File: src/rtl/reg_file.sv
// Configuration/operand register file: single-cycle writes, registered reads with a one-cycle
// valid pulse, and the first four registers exported continuously to ALU, UART and clock divider.
module reg_file #(
    parameter int unsigned Data_width    = 8,
    parameter int unsigned Address_width = 4,
    parameter int unsigned Depth         = 16,
    parameter logic [Data_width-1:0] REG2_RST = 8'h81,
    parameter logic [Data_width-1:0] REG3_RST = 8'h20
) (
    input  logic                     CLK,
    input  logic                     RST,
    input  logic                     WrEn,
    input  logic                     RdEn,
    input  logic [Address_width-1:0] Addr,
    input  logic [Data_width-1:0]    Wr_Data,
    output logic [Data_width-1:0]    Rd_Data,
    output logic                     Rd_Data_valid,
    output logic [Data_width-1:0]    REG0,
    output logic [Data_width-1:0]    REG1,
    output logic [Data_width-1:0]    REG2,
    output logic [Data_width-1:0]    REG3
);

    logic [Data_width-1:0] mem [Depth];
    logic [Data_width-1:0] rd_mux;

    function automatic logic [Data_width-1:0] rst_val(input int unsigned idx);
        if (idx == 2) begin
            return REG2_RST;
        end else if (idx == 3) begin
            return REG3_RST;
        end else begin
            return '0;
        end
    endfunction

    // Decoding by comparison rather than indexing drops out-of-range writes and returns 0 on
    // out-of-range reads whenever Depth < 2**Address_width.
    always_comb begin
        rd_mux = '0;
        for (int unsigned i = 0; i < Depth; i++) begin
            if (Addr == i[Address_width-1:0]) begin
                rd_mux = mem[i];
            end
        end
    end

    always_ff @(posedge CLK or posedge RST) begin
        if (RST) begin
            for (int unsigned i = 0; i < Depth; i++) begin
                mem[i] <= rst_val(i);
            end
        end else if (WrEn) begin
            for (int unsigned i = 0; i < Depth; i++) begin
                if (Addr == i[Address_width-1:0]) begin
                    mem[i] <= Wr_Data;
                end
            end
        end
    end

    // A write takes priority over a simultaneous read; Rd_Data holds unless a read completes.
    always_ff @(posedge CLK or posedge RST) begin
        if (RST) begin
            Rd_Data       <= '0;
            Rd_Data_valid <= 1'b0;
        end else if (WrEn) begin
            Rd_Data_valid <= 1'b0;
        end else if (RdEn) begin
            Rd_Data       <= rd_mux;
            Rd_Data_valid <= 1'b1;
        end else begin
            Rd_Data_valid <= 1'b0;
        end
    end

    assign REG0 = mem[0];
    assign REG1 = mem[1];
    assign REG2 = mem[2];
    assign REG3 = mem[3];

endmodule
File: config.mk
export PLATFORM = sky130hd
export DESIGN_NAME = reg_file
export DESIGN_NICKNAME = d
export VERILOG_FILES = /design/src/rtl/reg_file.sv
export SDC_FILE = /design/constraint.sdc
export NUM_CORES = 1
export LEC_CHECK = 0
export CAP_MARGIN = 20
export CORE_MARGIN = 5
export CORE_UTILIZATION = 43
export DETAILED_ROUTE_END_ITERATION = 6
export PLACE_DENSITY = 0.6
export RECOVER_POWER = 50
export SLEW_MARGIN = 20
export SYNTH_ARGS = -nofsm -noshare
export SYNTH_HDL_FRONTEND = slang
export SYNTH_SLANG_ARGS = --single-unit
File: constraint.sdc
create_clock -name CLK -period 13.1 [get_ports CLK]
set_clock_uncertainty 0.2 [all_clocks]
set_input_delay 2.62 -clock CLK [delete_from_list [all_inputs] [get_ports CLK]]
set_output_delay 2.62 -clock CLK [all_outputs]
set_load 0.01 [all_outputs]
==> qor.yml <==
outcome:
  status: "complete, but fails checks"
  violations: "max-capacitance violations, max-slew violations"
clock_tree:
  cts_buffers: 17
  clk_latency_ps: 430
  cts-root-buf: "clkbuf_16"
  ctsResizeCount: 0
  cts.clk_slew.worst_paths_ps: 50
  cts_tree: "done"
  clockBufferDepth: 2
  htreeDepth: 4
  ctsHoldBuffers: 0
  clock-sinks: 137
  cts_setup_buffers: 0
synth:
  synth_nets: 551
  ys_seq_area_share_pct: 50.53
  synth_ff_type: "dfrtp_1"
  yosysTopAreaCell: "dfrtp_1"
  yosys_warnings: 0
  syn_area_per_cell_sq_um: 12.69
  synth_seq_cells: 137
  syn_inst: 535
  synth-edff-count: 0
  synth_async_sr_flop_share_pct: 100.0
  netlist.area_leader.share_pct: 49.37
  netlist_area_sq_um: 6792
  yosys-top-cells-area: "dfrtp_1 (49%), mux2_2 (22%), buf_4 (4.3%), mux2i_1 (2.8%), mux4_2 (2.3%)"
  synthDistinctLibCells: 50
timing:
  fin_crit_ps: 5908
  slew_violations: 82
  holdWs_ps: 295.5
  final-setup-viol-count: 0
  max_slew.worst_pin.slew_ps: 3662
  maxSlewHeadroom_pct: -145.5
  fmax_ghz: 0.1693
  rsz0062_at_grt: "false"
  min_period_over_period_pct: 45.10
  tns_ps: 0
  hold_violations: 0
worst_setup_path:
  path_cells: "dlygate4sd3_1 -> clkinvlp_2 -> buf_4"
  slowest_stage: "clkinvlp_2"
  startpoint_type: "primary input"
  arrival_ps: 6170
  crit_family: "buffers and inverters"
  crit_fanout: 81
  required_ps: 13370
  cp.buffers_inverters: 3
  critPathCaptureType: "async pin"
  path_class: "primary input to async pin"
  critPathMaxStageDelay_ps: 2060
flow_run:
  drv_cap: 1
power:
  power_density_nw_per_um2: 167.8
  p_total_mw: 1.312
  peakVddDrop_mv: 0.08970
  p_leak_nw: 3.292
floorplanning:
  coreArea_sq_um: 15710
  die_x_um: 135.7
  initial_core_util_pct: 43.22
  fp.dieArea_sq_um: 18410
  num_rows: 46
  die_h_um: 135.7
  io_pins: 57
global_route:
  grt_pass1_vias: 4659
  grt_pass1_wl_mm: 27.28
  grt_overflow_total: 0
  grt_max_degree: 82
  track_usage_pct: 19.52
  grt_antenna_before_repair: 0
route:
  via_count: 4348
  vias_per_cell: 5.589
  wl_per_cell_um: 21.65
  drc: 0
  drt_iter0_drc: 245
  ant_nets: 0
  drt-total-wl_mm: 16.84
  drt_first_pass_iters: 4
min_path:
  hold_class: "register to register"
placed_design:
  dp.cells: 747
  port_buffers: 56
  gp_routability_congestion: 0.8388
  place_hpwl_mm: 10.80
cells_and_area:
  antenna_cells: 0
  utilization_pct: 49.76
  fill_cells: 1356
  fin_cells: 778
  layout_common_cells: "dfrtp_1 (134), mux2_2 (131), dlygate4sd3_1 (42)"
  layout-drive-gt1-share_pct: 35.59
  area_growth_pct: 15.13
  final_common_cell: "dfrtp_1"
  finalNetCount: 566
==> flip-flops by register name, summed over array words and instances, names as in the netlist <==
signal         cells
mem               96
REG0               8
REG1               8
REG2               8
REG3               8
Rd_Data            8
Rd_Data_valid      1
==> routing by layer <==
layer / track usage [%] / part of all wire [%] / routed length [um] / vias to the layer above
met5: 0 / 0 / 0 / -
met3: 3.789 / 4.1 / 697 / 23
met4: 7.671 / 2.0 / 338 / 0
met2: 29.40 / 48 / 8010 / 131
li1: - / - / - / 1949
met1: 27.92 / 46 / 7798 / 2245
==> logic make-up after synthesis <==
family / after synthesis / share of synthesized area, %
buffers and inverters: 72 / 6.577
muxes: 159 / 27.62
DFF: 137 / 50.53
AOI/OAI and AO/OA: 84 / 8.438
and+or+nand+nor: 83 / 6.835
==> worst reg2reg max path, stage by stage, from the launching register on <==
cell,delay (ps)
dfrtp_1,390
mux4_1,550
mux2i_1,160
a211oi_1,70
a221oi_1,300
o31ai_1,120
==> worst paths after layout <==
check	slack (ps)	cells past startpoint	end	from
setup / recovery	7190	3	mem[40]	RST
hold / removal	300	2	Rd_Data[4]	Rd_Data[4]
setup reg to reg	11160	5	Rd_Data[5]	REG1[5]
hold reg to reg	300	2	Rd_Data[4]	Rd_Data[4]
max in group CLK	8010	4	mem[55]	Addr[3]
min in group asynchronous	3540	2	REG2[5]	RST
==> final cells by class <==
class | count | area, sq um | area share, %
clock buffer | 24 | 501.7 | 6.417
inverter | 8 | 31.28 | 0.4001
multi-input combinational | 326 | 2913 | 37.25
timing repair buffer | 60 | 580.6 | 7.425
tap | 216 | 270.3 | 3.457
clock inverter | 7 | 90.09 | 1.152
sequential | 137 | 3432 | 43.89
==> through the flow <==
stage / area (sq um) / worst slack [ps]
detailed placement: 7231 / 7591
finish: 7819 / 7192
CTS: 7823 / 8037
global route: 7819 / 6452
floorplan: 6792 / 6617
global placement: 7231 / 7668
==> Yosys cell counts, drive strengths merged, types with 4 or more instances <==
| cell | n |
|---|---|
| mux4 | 9 |
| nand3 | 11 |
| a21oi | 16 |
| nor2 | 23 |
| nand2 | 26 |
| a31oi | 7 |
| buf | 53 |
| a211oi | 4 |
| inv | 7 |
| clkbuf | 11 |
| nor3 | 6 |
| mux2i | 19 |
| o22ai | 6 |
| nand2b | 6 |
| mux2 | 131 |
| nor2b | 5 |
| dfrtp | 134 |
| o21ai | 21 |
==> report_power, final <==
group          switching (mW)  leakage [nW]  internal (mW)
clock network           0.175         0.288          0.303
logic                   0.113          1.33          0.145
registers              0.0545          1.67          0.522
(Power assumes the default switching activity.)
